File: src/rtl/ifetch_if.sv
// Fetch-stage bus bundle: instruction-memory request/response, decode handshake and redirect.
// master = fetch stage, slave = memory/decode environment.
interface ifetch_if;
  logic        imem_req;
  logic [31:0] imem_addr;
  logic        imem_gnt;
  logic        imem_rvalid;
  logic [31:0] imem_rdata;
  logic        id_ready;
  logic        redirect_valid;
  logic [31:0] redirect_pc;
  logic        id_valid;
  logic [31:0] id_inst;
  logic [31:0] id_pc;
  logic        id_fault;

  modport master (
    output imem_req, imem_addr, id_valid, id_inst, id_pc, id_fault,
    input  imem_gnt, imem_rvalid, imem_rdata, id_ready, redirect_valid, redirect_pc
  );

  modport slave (
    input  imem_req, imem_addr, id_valid, id_inst, id_pc, id_fault,
    output imem_gnt, imem_rvalid, imem_rdata, id_ready, redirect_valid, redirect_pc
  );
endinterface

File: src/rtl/ifetch_stage.sv
// RISC-V instruction fetch: PC owner, single-outstanding imem requester, IF/ID register with skid.
// Define IFETCH_MISALIGN_CHECK_EN to trap misaligned redirect targets instead of aligning them.
module ifetch_stage #(
  parameter logic [31:0] RESET_PC = 32'h0000_0000,
  parameter logic [31:0] NOP_INST = 32'h0000_0013
) (
  input  logic     clk,
  input  logic     reset,
  ifetch_if.master bus
);

  typedef enum logic [1:0] {
    S_IDLE = 2'b00,
    S_REQ  = 2'b01,
    S_WAIT = 2'b10,
    S_DROP = 2'b11
  } state_e;

  state_e      state_q, state_d;
  logic [31:0] pc_q, pc_d;
  logic [31:0] req_pc_q, req_pc_d;
  logic        fault_q, fault_d;
  logic        id_valid_q, id_valid_d;
  logic [31:0] id_inst_q, id_inst_d;
  logic [31:0] id_pc_q, id_pc_d;
  logic        skid_valid_q, skid_valid_d;
  logic [31:0] skid_inst_q, skid_inst_d;
  logic [31:0] skid_pc_q, skid_pc_d;

  logic        req_s;
  logic        grant_s;
  logic        accept_s;
  logic        out_free_s;
  logic        misalign_s;
  logic [31:0] target_s;

  // A full skid buffer blocks new requests so at most two fetched words are ever held.
  assign req_s      = (state_q == S_REQ) && !skid_valid_q;
  assign grant_s    = req_s && bus.imem_gnt;
  assign accept_s   = (state_q == S_WAIT) && bus.imem_rvalid;
  assign out_free_s = !id_valid_q || bus.id_ready;

`ifdef IFETCH_MISALIGN_CHECK_EN
  assign misalign_s = bus.redirect_valid && (bus.redirect_pc[1:0] != 2'b00);
  assign target_s   = bus.redirect_pc;
`else
  assign misalign_s = 1'b0;
  assign target_s   = {bus.redirect_pc[31:2], 2'b00};
`endif

  assign bus.imem_req  = req_s;
  assign bus.imem_addr = pc_q;
  assign bus.id_valid  = id_valid_q;
  assign bus.id_inst   = id_inst_q;
  assign bus.id_pc     = id_pc_q;
`ifdef IFETCH_MISALIGN_CHECK_EN
  assign bus.id_fault  = fault_q;
`else
  assign bus.id_fault  = 1'b0;
`endif

  // Fetch FSM next state and PC bookkeeping; redirect overrides the normal transition.
  always_comb begin
    state_d  = state_q;
    pc_d     = pc_q;
    req_pc_d = req_pc_q;
    fault_d  = fault_q;
    case (state_q)
      S_IDLE: begin
        if (fault_q) begin
          state_d = S_IDLE;
        end else begin
          state_d = S_REQ;
        end
      end
      S_REQ: begin
        if (grant_s) begin
          pc_d     = pc_q + 32'd4;
          req_pc_d = pc_q;
          state_d  = S_WAIT;
        end else begin
          state_d  = S_REQ;
        end
      end
      S_WAIT, S_DROP: begin
        if (bus.imem_rvalid) begin
          state_d = S_REQ;
        end else begin
          state_d = state_q;
        end
      end
      default: state_d = S_IDLE;
    endcase

    if (bus.redirect_valid) begin
      if (misalign_s) begin
        fault_d = 1'b1;
        state_d = S_IDLE;
      end else begin
        fault_d = 1'b0;
        pc_d    = target_s;
        // An already-granted or still-outstanding request must have its response dropped.
        case (state_q)
          S_IDLE: state_d = S_REQ;
          S_REQ: begin
            if (grant_s) begin
              state_d = S_DROP;
            end else begin
              state_d = S_REQ;
            end
          end
          S_WAIT, S_DROP: begin
            if (bus.imem_rvalid) begin
              state_d = S_REQ;
            end else begin
              state_d = S_DROP;
            end
          end
          default: state_d = S_IDLE;
        endcase
      end
    end else begin
      fault_d = fault_q;
    end
  end

  // IF/ID register and skid buffer: flush beats stall, skid drains before fresh data.
  always_comb begin
    id_valid_d   = id_valid_q;
    id_inst_d    = id_inst_q;
    id_pc_d      = id_pc_q;
    skid_valid_d = skid_valid_q;
    skid_inst_d  = skid_inst_q;
    skid_pc_d    = skid_pc_q;
    if (bus.redirect_valid) begin
      skid_valid_d = 1'b0;
      id_inst_d    = NOP_INST;
      if (misalign_s) begin
        id_valid_d = 1'b1;
        id_pc_d    = bus.redirect_pc;
      end else begin
        id_valid_d = 1'b0;
      end
    end else if (fault_q) begin
      id_valid_d = id_valid_q;
    end else if (out_free_s) begin
      if (skid_valid_q) begin
        id_valid_d   = 1'b1;
        id_inst_d    = skid_inst_q;
        id_pc_d      = skid_pc_q;
        skid_valid_d = accept_s;
        if (accept_s) begin
          skid_inst_d = bus.imem_rdata;
          skid_pc_d   = req_pc_q;
        end else begin
          skid_inst_d = skid_inst_q;
        end
      end else if (accept_s) begin
        id_valid_d = 1'b1;
        id_inst_d  = bus.imem_rdata;
        id_pc_d    = req_pc_q;
      end else begin
        id_valid_d = 1'b0;
        id_inst_d  = NOP_INST;
      end
    end else if (accept_s) begin
      skid_valid_d = 1'b1;
      skid_inst_d  = bus.imem_rdata;
      skid_pc_d    = req_pc_q;
    end else begin
      skid_valid_d = skid_valid_q;
    end
  end

  // State registers with asynchronous reset.
  always_ff @(posedge clk or posedge reset) begin
    if (reset) begin
      state_q      <= S_IDLE;
      pc_q         <= RESET_PC;
      req_pc_q     <= RESET_PC;
      fault_q      <= 1'b0;
      id_valid_q   <= 1'b0;
      id_inst_q    <= NOP_INST;
      id_pc_q      <= 32'h0000_0000;
      skid_valid_q <= 1'b0;
      skid_inst_q  <= NOP_INST;
      skid_pc_q    <= 32'h0000_0000;
    end else begin
      state_q      <= state_d;
      pc_q         <= pc_d;
      req_pc_q     <= req_pc_d;
      fault_q      <= fault_d;
      id_valid_q   <= id_valid_d;
      id_inst_q    <= id_inst_d;
      id_pc_q      <= id_pc_d;
      skid_valid_q <= skid_valid_d;
      skid_inst_q  <= skid_inst_d;
      skid_pc_q    <= skid_pc_d;
    end
  end

endmodule

File: src/flat_wrapper.sv
// flat-port wrapper written by rule: the top's interface ports become plain ports
module ifetch_stage_flat 
#(
  parameter logic [31:0] RESET_PC = 32'h0000_0000,
  parameter logic [31:0] NOP_INST = 32'h0000_0013
)
  (clk, reset, bus_imem_req, bus_imem_addr, bus_id_valid, bus_id_inst, bus_id_pc, bus_id_fault, bus_imem_gnt, bus_imem_rvalid, bus_imem_rdata, bus_id_ready, bus_redirect_valid, bus_redirect_pc);
  ifetch_if bus_i ();
  input  logic clk;
  input  logic reset;
  output wire logic [$bits(bus_i.imem_req)-1:0] bus_imem_req;
  output wire logic [$bits(bus_i.imem_addr)-1:0] bus_imem_addr;
  output wire logic [$bits(bus_i.id_valid)-1:0] bus_id_valid;
  output wire logic [$bits(bus_i.id_inst)-1:0] bus_id_inst;
  output wire logic [$bits(bus_i.id_pc)-1:0] bus_id_pc;
  output wire logic [$bits(bus_i.id_fault)-1:0] bus_id_fault;
  input wire logic [$bits(bus_i.imem_gnt)-1:0] bus_imem_gnt;
  input wire logic [$bits(bus_i.imem_rvalid)-1:0] bus_imem_rvalid;
  input wire logic [$bits(bus_i.imem_rdata)-1:0] bus_imem_rdata;
  input wire logic [$bits(bus_i.id_ready)-1:0] bus_id_ready;
  input wire logic [$bits(bus_i.redirect_valid)-1:0] bus_redirect_valid;
  input wire logic [$bits(bus_i.redirect_pc)-1:0] bus_redirect_pc;
  assign bus_imem_req = bus_i.imem_req;
  assign bus_imem_addr = bus_i.imem_addr;
  assign bus_id_valid = bus_i.id_valid;
  assign bus_id_inst = bus_i.id_inst;
  assign bus_id_pc = bus_i.id_pc;
  assign bus_id_fault = bus_i.id_fault;
  assign bus_i.imem_gnt = bus_imem_gnt;
  assign bus_i.imem_rvalid = bus_imem_rvalid;
  assign bus_i.imem_rdata = bus_imem_rdata;
  assign bus_i.id_ready = bus_id_ready;
  assign bus_i.redirect_valid = bus_redirect_valid;
  assign bus_i.redirect_pc = bus_redirect_pc;
  ifetch_stage #(.RESET_PC(RESET_PC), .NOP_INST(NOP_INST)) u_core (.clk(clk), .reset(reset), .bus(bus_i));
endmodule
File: config.mk
export PLATFORM = sky130hd
export DESIGN_NAME = ifetch_stage_flat
export DESIGN_NICKNAME = d
export VERILOG_FILES = /design/src/rtl/ifetch_if.sv /design/src/rtl/ifetch_stage.sv /design/src/flat_wrapper.sv
export SDC_FILE = /design/constraint.sdc
export NUM_CORES = 1
export LEC_CHECK = 0
export CORE_ASPECT_RATIO = 1.75
export CORE_MARGIN = 4
export CORE_UTILIZATION = 53
export CTS_BUF_LIST = sky130_fd_sc_hd__clkbuf_8
export DETAILED_ROUTE_END_ITERATION = 8
export PLACE_DENSITY_LB_ADDON = 0.1
export SLEW_MARGIN = 15
export SYNTH_ARGS = -nofsm -noshare
export SYNTH_HDL_FRONTEND = slang
export SYNTH_SLANG_ARGS = --single-unit
File: constraint.sdc
create_clock -name clk -period 7.36 [get_ports clk]
set_input_delay 1.472 -clock clk [delete_from_list [all_inputs] [get_ports clk]]
set_output_delay 1.472 -clock clk [all_outputs]
set_load 0.005 [all_outputs]
# Yosys cells after proc, flatten, opt, wreduce, memory -nomap -nowiden
# Index checks and enable logic that the tools add are counted.
# word_totals
out_inout_bits	99
in_bits	70
ff_bits	196
# classes
bitwise_logic	1
n_reduce_logical	17
n_eq_ne	5
muxes	30
n_addsub	1
# ops
op	n
$mux 32	15
$add 32x3->32 const B	1
$pmux 2 s3	2
$mux 2	5
$mux 1	8
$reduce_bool 2->1	4
$reduce_and 2->1	3
$eq 2x2->1 const B	2
$logic_and 1x1->1	3
$ne 3x3->1 const B	1
$reduce_and 3->1	1
$reduce_bool 3->1	1
$eq 2x1->1 const B	1
$logic_not 1->1	2
$logic_not 2->1	1
$ne 2x1->1 const B	1
$reduce_or 2->1	1
$logic_or 1x1->1	1
$not 1->1	1

# Depth between registers and ports, before layout
# Gate-level depths: netlist of the first run.
# logic_depth
ltp_word	6
mapped_depth	8

# Worst setup path after synthesis of the first run
# Ideal clock, no wire load.
# synth_timing
path_type	input-to-reg
start	input bus_imem_gnt
end	register u_core.pc_q[29], in the netlist u_core.bus.imem_addr[29]
slack_ns	4.310
path_buffers	0
setup_time_ns	0.082
required_time_ns	7.278
path_stages	5
t_arrival_ns	2.968
cell_sequence	and4bb_1 -> nand3_1 -> or4_4 -> or4_1 -> a31oi_1
# synth_via
elab_chain_cells	3
# synth_lines
element	line	rtl
start, declared	flat_wrapper.sv:17	input wire logic [$bits(bus_i.imem_gnt)-1:0] bus_imem_gnt;
$logic_and 1x1->1	ifetch_stage.sv:39	assign grant_s = req_s && bus.imem_gnt;
$reduce_bool 2->1 (no line)	-	
$reduce_and 2->1 (no line)	-	
end signal, assigned	ifetch_stage.sv:190	pc_q <= pc_d;
end, declared	ifetch_stage.sv:20	logic [31:0] pc_q, pc_d;
# Every way passes these cells.
# A chain may end at the register's enable or synchronous reset.

# Final worst setup path of the first run
# Same ends and word-level chain as after synthesis.

==> results.txt, run 1 <==
critical path's top delay family = simple AND/OR/NAND/NOR gates
GPL Wtd Cong = 0.840
first-pass GRT wire length = 31900 um
Resize count post-CTS = 0
max-cap violation count = 0
share of cells above drive strength 1 = 13.4%
synth warn = 0
ANT cells = 0
Req. time, crit path = 7740 ps
endpoints failing hold = 0
slowest CP cell = or4_4
Worst Max-Slew Pin Slew = 1170 ps
DRC = 0
Min Clock Period, post-route = 4060 ps
H-tree depth = 4
Synth area leader = dfrtp_1
Die ar. = 17600 um^2
initial core utilization = 53.7%
initial antenna violation count = 0
RSZ-0062 raised after global routing = no
Worst VDD drop = 0.116 mV
fin area = 10400 um^2
DR vias/cell = 5.45
critical path launch point type = input pin
postcts setup bufs = 0
Crit path buffers/inverters = 2
sequential share of the synthesized area = 57.3%
final WL = 19000 um
Area Growth Syn to Fin = 26.3%
worst slack, placed = 2830 ps
final worst path period share = 55.2%
mapped cell area = 8220 um^2
Netlist cell types = 41
GRT Overall Usage = 22.5%
setup ws final = 3300 ps
run status = finished clean
# port buffers = 161
Reg clk slew, reported paths = 110 ps
Row Count = 60
fin. max-slew vios = 0
worst path cell trace = clkdlybuf4s50_1, and4bb_1, buf_4, nand3_1, or4_4, or4_1, a31oi_1
clock sink count = 188
HP Class = reg2reg
largest net degree at the start of global routing = 121
Setup CP Type = in2reg
Clock Skews = 16.2 ps
routed len/inst = 17.0 um
Synth area leaders = dfrtp_1 (55%), nand2_1 (10%), mux2_2 (8.9%)
Arr. time, crit path = 4440 ps
core area = 15300 um^2
Iteration-0 DRC Markers = 189
Root Buffer = clkbuf_8
TritonCTS clock tree = done
chip width = 102 um
Synth Flop Type = dfrtp_1
Placement Cell Area = 9960 um^2
CP max stage delay = 690 ps
HPWL Detailed = 12700 um
top-area cell type share of the netlist area = 55.4%
chip height = 173 um
PD cells = 231 nW/um^2
CTS Buffer Depth = 2
CP endpoint kind = flop
Ports = 169
share of flip-flops with an asynchronous set or reset = 100%
vias in the first global route = 6381
Synth Register Bits = 188
Highest Clock Rate = 0.246 GHz
synthesized area per cell = 10.5 um^2
Mapped Cells = 781
number of enable flip-flop cells after synthesis = 0
Worst Path Max Fanout = 38
final antenna-violating net count = 0
total gr overflow = 0
Worst slew margin = 22.2%
via count = 6109
Nets = 992
Leak Pwr = 4.62 nW
Clk Latency, worst-skew pair = 450 ps
fill cell count = 1207
DRT Pass-1 Iters = 5
final setup fails = 0
cts hold-fix bufs = 0
CTS buffer count = 17
setup TNS = 0 ps
metal layers:
metal  wire, um  track usage [%]
met5          0                0
met4        304             6.46
met3        856             3.63
met2      10000             39.1
met1       7850             28.5
synth_stat cells, types with 2 or more instances:
library cell	instances
o21ai_0	88
nor4_1	3
clkbuf_1	41
nor2b_1	2
xor2_1	12
and4_1	3
nor3_1	6
buf_4	5
a31oi_1	2
and3_1	7
nor2_1	9
o22a_1	3
nand4_1	6
nand3_1	12
inv_1	3
mux2i_1	31
mux2_2	65
dfstp_2	6
or3_1	4
nor3b_1	2
buf_1	7
nand2_1	221
dfrtp_1	182
a22o_1	29
xnor2_1	15
nand2b_1	2
final timing paths:
| kind | from | to | slack (ps) | cells after the start |
|---|---|---|---|---|
| worst max-delay path | bus_imem_gnt | u_core.bus.imem_addr[29]$_DFFE_PP0P_ | 3300 | 7 |
| worst min-delay path | u_core.bus.id_pc[29]$_DFFE_PP0P_ | u_core.bus.id_pc[29]$_DFFE_PP0P_ | 490 | 2 |
| worst max register to register | u_core.skid_valid_q$_DFFE_PP0P_ | u_core.skid_pc_q[19]$_DFFE_PP0P_ | 4180 | 5 |
| worst min register to register | u_core.bus.id_pc[29]$_DFFE_PP0P_ | u_core.bus.id_pc[29]$_DFFE_PP0P_ | 490 | 2 |
| max in group asynchronous | reset | u_core.skid_pc_q[12]$_DFFE_PP0P_ | 4360 | 3 |
| min in group asynchronous | reset | u_core.skid_inst_q[6]$_DFFE_PP0P_ | 1570 | 2 |
layout make-up:
class	count	area [um^2]	area share, %
sequential	188	4720	45.4
multi-input combinational	540	3310	31.9
timing repair buffer	171	1680	16.2
clock buffer	20	275	2.65
tap	186	233	2.24
clock inverter	12	151	1.46
inverter	3	18.8	0.181
through the flow:
step / cells / hold WS [ps] / utilization [%] / power (mW)
floorplan: 785 / 463 / - / 1.44
global placement: 1088 / 463 / 65.0 / 1.69
detailed placement: 1088 / 472 / 65.0 / 1.71
finish: 1120 / 488 / 67.8 / 2.40
CTS: 1120 / 495 / 67.8 / 2.43
global route: 1120 / 514 / 67.8 / 2.53
placed cells by master (no fill, tap or decap), types with 2 or more instances in the layout:
| cell | Yosys | routed |
|---|---|---|
| xnor2_1 | 15 | 15 |
| mux2_2 | 65 | 65 |
| clkinv_4 | 0 | 2 |
| nor2_1 | 9 | 7 |
| inv_1 | 3 | 2 |
| inv_6 | 0 | 5 |
| clkdlybuf4s50_1 | 0 | 160 |
| nor3_1 | 6 | 6 |
| a22o_1 | 29 | 29 |
| or3_1 | 4 | 3 |
| nand3_1 | 12 | 12 |
| conb_1 | 1 | 5 |
| mux2i_1 | 31 | 31 |
| o21ai_0 | 88 | 88 |
| bufinv_16 | 0 | 2 |
| and3_1 | 7 | 7 |
| nand2_1 | 221 | 221 |
| and4_1 | 3 | 3 |
| a31oi_1 | 2 | 2 |
| buf_4 | 5 | 10 |
| xor2_1 | 12 | 12 |
| nor4_1 | 3 | 3 |
| nand4_1 | 6 | 6 |
| o22a_1 | 3 | 3 |
| inv_8 | 0 | 3 |
| dfrtp_1 | 182 | 181 |
| nand2b_1 | 2 | 2 |
| dfstp_2 | 6 | 6 |
| nor3b_1 | 2 | 2 |
| clkbuf_8 | 0 | 20 |
| nor2_2 | 0 | 2 |
where the power goes:
group          internal, mW  switching [mW]  leakage [nW]  total, mW
Combinational         0.235           0.184          1.92      0.419
Sequential             1.16           0.103          2.48       1.26
Clock                 0.341           0.382         0.215      0.723
worst min-delay path, cell delays in order, from the launching register on:
cell,delay [ps]
dfrtp_1,350
nand2_1,40
o21ai_0,60
flip-flops by register name, summed over array words and instances, names as in the netlist:
name	flops
u_core.bus.id_inst	32
u_core.skid_inst_q	32
u_core.bus.id_pc	30
u_core.bus.imem_addr	30
u_core.req_pc_q	30
u_core.skid_pc_q	30
u_core.state_q	2
u_core.bus.id_valid	1
u_core.skid_valid_q	1
cell families (layout without fill, tap and decap cells):
logic type | Yosys count | count (layout) | synth area share [%]
and+or+nand+nor | 285 | 285 | 14.8
DFF | 188 | 188 | 57.3
adders and majority gates | 1 | 1 | 0.152
buffers and inverters | 57 | 206 | 2.85
muxes | 96 | 96 | 12.7
AOI/OAI and AO/OA | 126 | 126 | 9.23
other | 1 | 5 | 0.0456
xor gates and xnor gates | 27 | 27 | 2.88
Power figures use the tool's default switching activity.
==> run 2, diff against run 1 <==
clock period = 4 ns   (was 7.36 ns; I/O delays follow)
==> run 2 against run 1 <==
Against the previous run:
- cell area is essentially flat
- via count is 0.13% lower
- utilization fell by 0.057 points
- global-route usage shrank 0.73 points
- power grew 77%
- first-iteration DRC count rose by 45%
- wire length shrank 1.2%
- sequential share of layout area barely moved
- clock power up 60%
- non-clock buffer count rose by 5
- sequential cell count unchanged
- critical endpoint is now bus_imem_req
==> results.txt, run 2 (same netlist as run 1, synthesis figures left out) <==
CTS buffer count = 17
share of cells above drive strength 1 = 13.8%
sw power = 1.24 mW
fin. max-slew vios = 0
Worst slew margin = 41.8%
clock sink count = 188
Req. time, crit path = 3200 ps
Worst Max-Slew Pin Slew = 864 ps
Area Growth Syn to Fin = 26.2%
initial core utilization = 53.7%
max-cap violation count = 0
chip height = 173 um
register share of total power = 54.5%
chip width = 102 um
FF-to-FF End = u_core.bus.imem_addr[30]$_DFFE_PP0P_
Nets = 997
Leak Pwr = 4.62 nW
GPL Wtd Cong = 0.881
via count = 6101
final antenna-violating net count = 0
Clock Skews = 16.9 ps
vias in the first global route = 6256
routed len/inst = 16.7 um
GRT Overall Usage = 21.7%
total gr overflow = 0
run status = finished clean
ANT cells = 0
PD cells = 410 nW/um^2
Ports = 169
Iteration-0 DRC Markers = 274
Setup CP Type = reg2out
Resize count post-CTS = 0
core area = 15300 um^2
most common cell after layout, fill and taps aside = nand2_1
DRT Pass-1 Iters = 5
HP Start = u_core.bus.id_pc[12]$_DFFE_PP0P_
Clk Latency, worst-skew pair = 440 ps
reg-to-reg slack, setup = 1370 ps
first-pass GRT wire length = 30900 um
cts hold-fix bufs = 0
Arr. time, crit path = 2180 ps
internal power = 3.02 mW
Clock power frac = 27.4%
Die ar. = 17600 um^2
final setup fails = 0
Min Clock Period, post-route = 2980 ps
TritonCTS clock tree = done
HPWL Detailed = 13300 um
H-tree depth = 4
HP Class = reg2reg
# port buffers = 161
Worst Path Max Fanout = 41
final worst path period share = 74.6%
endpoints failing hold = 0
CTS Buffer Depth = 2
Worst R2R Path Depth = 6
Worst VDD drop = 0.210 mV
Combinational Power Share = 18.1%
DRC = 0
WHS Endpoint = u_core.bus.id_pc[12]$_DFFE_PP0P_
Crit Reg-Reg Startpoint = u_core.bus.imem_addr[2]$_DFFE_PP0P_
Root Buffer = clkbuf_8
Hold Path Depth = 2
initial antenna violation count = 0
Reg clk slew, reported paths = 90 ps
final WL = 18800 um
RSZ-0062 raised after global routing = no
DR vias/cell = 5.42
final core utilization = 67.7%
Highest Clock Rate = 0.335 GHz
sw frac = 29.1%
CP endpoint kind = output port
commonest cells after routing, fill and taps aside = nand2_1 (221), dfrtp_1 (181), clkdlybuf4s50_1 (160), o21ai_0 (88), mux2_2 (65)
largest net degree at the start of global routing = 119
critical path launch point type = flop
postcts setup bufs = 0
Row Count = 60
setup TNS = 0 ps
[run 2: changes by cell type in the layout (fill, tap and decap cells not counted), sizes merged]
cell	previous run	this run
buf	11	16
clkbuf	20	17
clkinv	2	5
bufinv	2	0
clkinvlp	1	2
inv	10	11
[run 2: power groups by stage]
stage | clock, mW | sequential [mW] | combinational, mW
detailed placement | 0 | 2.36 | 0.783
global placement | 0 | 2.34 | 0.764
CTS | 1.20 | 2.32 | 0.788
floorplan | 0 | 2.32 | 0.322
global route | 1.27 | 2.35 | 0.863
finish | 1.16 | 2.32 | 0.770
[run 2: routing by layer]
| layer | routed length [um] | part of all wire, % | GRT usage (%) |
|---|---|---|---|
| met1 | 7830 | 42 | 28.0 |
| met3 | 797 | 4.2 | 3.27 |
| met5 | 0 | 0 | 0 |
| met2 | 9770 | 52 | 37.0 |
| met4 | 403 | 2.1 | 7.39 |
[run 2: worst max path at each step]
stage	start	endpoint	slack [ps]	cells past startpoint
finish	u_core.skid_valid_q$_DFFE_PP0P_	bus_imem_req	1020	3
detailed placement	bus_imem_gnt	u_core.bus.imem_addr[30]$_DFFE_PP0P_	860	7
floorplan	reset	u_core.bus.id_inst[10]$_DFFE_PP0P_	780	1
CTS	u_core.skid_valid_q$_DFFE_PP0P_	bus_imem_req	990	3
global placement	bus_imem_gnt	u_core.bus.imem_addr[29]$_DFFE_PP0P_	860	7
global route	u_core.skid_valid_q$_DFFE_PP0P_	bus_imem_req	910	3
[run 2: critical path, cell delays in order, from the launching register on]
cell and delay (ps):
dfrtp_4 490, buf_4 330, nor3b_1 330, clkdlybuf4s50_1 590
[run 2: stage by stage]
step	setup slack [ps]	hold WS, ps	area (um^2)	instances	total power [mW]
2_1_floorplan	784	463	8240	785	2.64
3_3_place_gp	863	464	10000	1093	3.11
3_5_place_dp	856	469	10000	1093	3.14
4_1_cts	988	493	10400	1125	4.31
5_1_grt	911	512	10400	1125	4.49
6_report	1020	488	10400	1125	4.25
[run 2: layout make-up]
| cell class | count | area [um^2] |
|---|---|---|
| timing repair buffer | 176 | 1740 |
| clock buffer | 17 | 234 |
| multi-input combinational | 540 | 3310 |
| clock inverter | 15 | 125 |
| sequential | 188 | 4720 |
| tap | 186 | 233 |
| fill | 1248 | 4940 |
| inverter | 3 | 15.0 |
